===== src/rtl/block_ram_reader.sv =====
// Burst reader: streams `length` consecutive words from a 1-cycle-latency block RAM
// onto a valid/ready stream through a 2-entry skid buffer.
module block_ram_reader #(
  parameter int C_DATA_WIDTH    = 8,
  parameter int C_ADDRESS_WIDTH = 8
) (
  input  logic                       clk,
  input  logic                       reset,
  input  logic                       start,
  input  logic [C_ADDRESS_WIDTH-1:0] start_addr,
  input  logic [C_ADDRESS_WIDTH:0]   length,
  output logic                       busy,
  output logic                       done,
  output logic                       rd_en,
  output logic [C_ADDRESS_WIDTH-1:0] rd_addr,
  input  logic [C_DATA_WIDTH-1:0]    rd_q,
  output logic                       m_valid,
  output logic [C_DATA_WIDTH-1:0]    m_data,
  output logic                       m_last,
  input  logic                       m_ready
);

  typedef enum logic [1:0] {
    IDLE = 2'd0,
    RUN  = 2'd1,
    DONE = 2'd2
  } state_t;

  localparam logic [C_ADDRESS_WIDTH-1:0] C_ADDR_ONE = 1;
  localparam logic [C_ADDRESS_WIDTH:0]   C_LEN_ONE  = 1;

  state_t                     r_state;
  logic [C_ADDRESS_WIDTH-1:0] r_rd_addr;
  logic [C_ADDRESS_WIDTH:0]   r_reads_left;
  logic                       r_inflight;
  logic                       r_inflight_last;
  logic [C_DATA_WIDTH-1:0]    r_buf_data [2];
  logic [1:0]                 r_buf_last;
  logic                       r_wr_ptr;
  logic                       r_rd_ptr;
  logic [1:0]                 r_count;

  logic       w_push;
  logic       w_pop;
  logic [2:0] w_level;
  logic       w_rd_en;

  // Occupancy the buffer will reach once every read already issued has landed;
  // a new read is only allowed while that leaves room for its data.
  assign w_push  = r_inflight;
  assign w_pop   = m_valid & m_ready;
  assign w_level = {1'b0, r_count} + {2'b00, r_inflight} - {2'b00, w_pop};
  assign w_rd_en = (r_state == RUN) && (r_reads_left != '0) && (w_level <= 3'd1);

  assign busy    = (r_state == RUN);
  assign done    = (r_state == DONE);
  assign rd_en   = w_rd_en;
  assign rd_addr = r_rd_addr;
  assign m_valid = (r_count != 2'd0);
  assign m_data  = r_buf_data[r_rd_ptr];
  assign m_last  = m_valid & r_buf_last[r_rd_ptr];

  // NOTE: the buffer storage sits in the reset branch on purpose: m_data is read
  // straight from it and must show zero while reset is held.
  always_ff @(posedge clk or posedge reset) begin
    if (reset) begin
      r_state         <= IDLE;
      r_rd_addr       <= '0;
      r_reads_left    <= '0;
      r_inflight      <= 1'b0;
      r_inflight_last <= 1'b0;
      r_buf_data[0]   <= '0;
      r_buf_data[1]   <= '0;
      r_buf_last      <= '0;
      r_wr_ptr        <= 1'b0;
      r_rd_ptr        <= 1'b0;
      r_count         <= '0;
    end else begin
      r_inflight      <= w_rd_en;
      r_inflight_last <= w_rd_en && (r_reads_left == C_LEN_ONE);

      if (w_push) begin
        r_buf_data[r_wr_ptr] <= rd_q;
        r_buf_last[r_wr_ptr] <= r_inflight_last;
        r_wr_ptr             <= ~r_wr_ptr;
      end
      if (w_pop) begin
        r_rd_ptr <= ~r_rd_ptr;
      end
      r_count <= r_count + {1'b0, w_push} - {1'b0, w_pop};

      case (r_state)
        IDLE: begin
          if (start) begin
            r_rd_addr    <= start_addr;
            r_reads_left <= length;
            r_state      <= (length == '0) ? DONE : RUN;
          end
        end
        RUN: begin
          if (w_rd_en) begin
            r_rd_addr    <= r_rd_addr + C_ADDR_ONE;
            r_reads_left <= r_reads_left - C_LEN_ONE;
          end
          if (w_pop && r_buf_last[r_rd_ptr]) begin
            r_state <= DONE;
          end
        end
        DONE:    r_state <= IDLE;
        default: r_state <= IDLE;
      endcase
    end
  end

endmodule


===== config.mk =====
export PLATFORM = sky130hd
export DESIGN_NAME = block_ram_reader
export DESIGN_NICKNAME = d
export VERILOG_FILES = /design/src/rtl/block_ram_reader.sv
export SDC_FILE = /design/constraint.sdc
export NUM_CORES = 1
export LEC_CHECK = 0
export ABC_AREA = 0
export BUFFER_PORTS_ARGS = -buffer_cell sky130_fd_sc_hd__buf_2
export CAP_MARGIN = 30
export CORE_ASPECT_RATIO = 2
export CORE_UTILIZATION = 44
export DETAILED_ROUTE_END_ITERATION = 10
export PLACE_DENSITY = 0.67
export SETUP_SLACK_MARGIN = 0.1
export SYNTH_ARGS = -nofsm -noshare
export SYNTH_HDL_FRONTEND = slang
export SYNTH_SLANG_ARGS = --single-unit

===== constraint.sdc =====
create_clock -name clk -period 3.53 [get_ports clk]
set_clock_uncertainty 0.15 [all_clocks]
set_input_delay 0.353 -clock clk [delete_from_list [all_inputs] [get_ports clk]]
set_output_delay 0.353 -clock clk [all_outputs]
set_load 0.01 [all_outputs]

==> metrics.cfg <==
[power]
seqPwrFrac_pct = 36.2
p_leak_nw = 1.21
vdd_drop_max_mv = 0.561
powerDensity_nw_per_um2 = 954
p_comb_share_pct = 45.8
switching_share_pct = 39.8
internal_power_mw = 1.53
p_clk_share_pct = 18.1
power.total_mw = 2.54
power_switching_mw = 1.01

[global_route]
grt_pass1_vias = 1842
antenna_found_initial = 0
grt_pass1_wl_um = 8260
grt.total_usage_pct = 21.3
grt_overflow_total = 0
grt_max_degree = 44

[logic_synthesis]
synth_ff_type = dfrtp_1
ys.warnings.count = 0
synth_fp_nets = 241
synth_edf_count = 0
synthesis.area_um2 = 2210
syn_avg_cell_area_um2 = 10.7
synthArstFlopShare_pct = 100
postSynthCellCount = 206
synth_seq_cells = 43
seq_area_frac_synth_pct = 48.7
synth_cell_types = 45

[floorplanning]
rows = 36
die_area_um2 = 5330
die_h_um = 102
ios = 50
die_width_um = 52.1
initial_core_util_pct = 45.4
core_area_um2 = 4860

[min_path]
hold_class = input port to asynchronous set/reset pin

[clock_tree]
cts_made_buffers = 5
cts_max_level = 2
cts_root_buf = clkbuf_8
clkLatencyLatePin_ns = 0.30
cts_tree = done
clkSinkCount = 43
clockBufferDepth = 2
hold_buffers = 0
clk_pin_slew_ns = 0.09

[timing]
tightest_slew_ns = 0.984
setup_violations = 0
slew_headroom_pct = 34.3
period_minus_slack_ns = 3.27
finalMaxSlewViolations = 0
hold_violations = 0
finalCritPeriodShare_pct = 92.7
max_freq_mhz = 305
setup_ws_ns = 0.256
fin_tns_setup_ns = 0
rsz0062_at_grt = no

[final_layout]
layout_common_cells = buf_2 (49), dfrtp_1 (43), mux2_2 (26)
drive_above_1_share_pct = 36.5
final_common_cell = buf_2
syn2layout_area_growth_pct = 20.4
antenna_cells = 0
nets = 294
fin_cells = 317

[critical_path]
cp-start-kind = flip-flop
setup.worst_path.end_class = primary output
crit_family = adder cells
cp_slowest_stage_delay_ns = 0.48
cp_num_buf_inv = 4
crit_fanout = 9
ff2ff_path_depth = 11
r2r-end = r_reads_left[1]$_DFFE_PP0P_
crit_type = flip-flop to primary output
crit_path_cell_trace = o21ai_1 > inv_1 > ha_1 > inv_1 > ha_1 > fa_1 > xnor2_1 > a2111o_2 > inv_2 > buf_2
r2r-start = r_count[1]$_DFF_PP0_
rrSetupSlack_ns = 0.45
cp.required_ns = 3.03
slowest_stage = a2111o_2
critPathArrivalTime_ns = 2.77

[placed_design]
portBuffers = 49
dp.cells = 308
pre_cts_ws_ns = 0.356
hpwl_um = 3710
place_congestion = 0.809

[routing]
viasPerCell = 5.65
first_iter_violations = 37
via_count = 1792
drc_errors = 0
ant_nets = 0
drt-pass1-iter-count = 4
wl_per_cell_um = 16.0
wirelength_um = 5070

[job]
maxCapViolations = 0

[outcome]
status = finished clean

## cell families after synthesis
kind of cell               after synthesis  synth area share [%]
DFF                                     43                  48.7
and+or+nand+nor                         55                  13.2
AOI/OAI and AO/OA                       52                  15.2
muxes                                   29                  14.6
adders and majority gates                6                  3.74
buffers and inverters                   18                  3.40
xor gates and xnor gates                 3                  1.19
## worst min-delay path, delay by kind of cell
family   cells  cell delay [ns]
buf+inv      3             0.60
## stage by stage
step	area [um2]	utilization, %	hold WS (ns)
6_report	2660	54.7	0.0317
5_1_grt	2660	54.7	0.0923
4_1_cts	2660	54.7	0.0566
3_5_place_dp	2520	51.7	0.321
3_3_place_gp	2520	51.7	0.318
2_1_floorplan	2210	-	0.304
## repair_timing
item	CTS	global route
gates cloned	0	0
buffers inserted	1	0
setup endpoints to repair	1	1
pin swaps	1	0
resized for setup	1	1
## cell type report
| class | instances | area, um2 |
|---|---|---|
| Multi-Input combinational cell | 145 | 1060 |
| Clock buffer | 5 | 68.8 |
| Tap cell | 57 | 71.3 |
| Timing Repair Buffer | 53 | 275 |
| Inverter | 11 | 41.3 |
| Fill cell | 459 | 2200 |
| Sequential cell | 43 | 1080 |
| Clock inverter | 3 | 67.6 |
## synth_stat cells (3+ instances only)
master,instances,area [um2]
a211oi_1,3,22.5
a21oi_1,15,75.1
and3_1,3,18.8
buf_2,3,15.0
clkbuf_1,3,11.3
dfrtp_1,43,1080
ha_1,5,62.6
inv_1,10,37.5
mux2_2,26,293
mux2i_1,3,30.0
nand2_1,14,52.6
nand2b_1,3,18.8
nand3_1,6,30.0
nor2_1,9,33.8
nor3_1,6,30.0
nor4_1,5,31.3
o211ai_1,4,30.0
o21ai_0,13,65.1
o22ai_1,5,31.3
## flip-flops by register name (all words and copies together) (netlist names)
name / count
r_reads_left: 9
r_rd_ptr: 1
r_buf_data: 16
r_buf_last: 2
r_inflight: 1
r_wr_ptr: 1
r_state: 2
rd_addr: 8
r_inflight_last: 1
r_count: 2
## layer usage
layer  track usage, %  up-vias  part of all wire [%]
met4             8.94        0                   2.1
met2             41.5       51                    56
met5                0        -                     0
met3             3.42        7                   3.5
li1                 -      864                     -
met1             20.9      870                    38
## power by group through the flow
stage,clock (mW),sequential (mW),combinational [mW]
6_report,0.458,0.919,1.16
5_1_grt,0.485,0.957,1.29
4_1_cts,0.468,0.921,1.17
3_5_place_dp,0,0.929,1.15
3_3_place_gp,0,0.924,1.12
2_1_floorplan,0,0.878,0.845
## worst max-delay path by stage
| stage | start | endpoint | cells past startpoint |
|---|---|---|---|
| final | r_count[1]$_DFF_PP0_ | rd_en | 10 |
| after global routing | r_count[1]$_DFF_PP0_ | rd_en | 10 |
| after CTS | r_count[1]$_DFF_PP0_ | rd_en | 10 |
| after detailed placement | r_count[1]$_DFF_PP0_ | rd_en | 9 |
| after global placement | r_count[1]$_DFF_PP0_ | rd_en | 9 |
| after floorplan | r_count[1]$_DFF_PP0_ | rd_addr[2]$_DFFE_PP0P_ | 10 |
No activity file was read; power rests on OpenSTA's default activity.
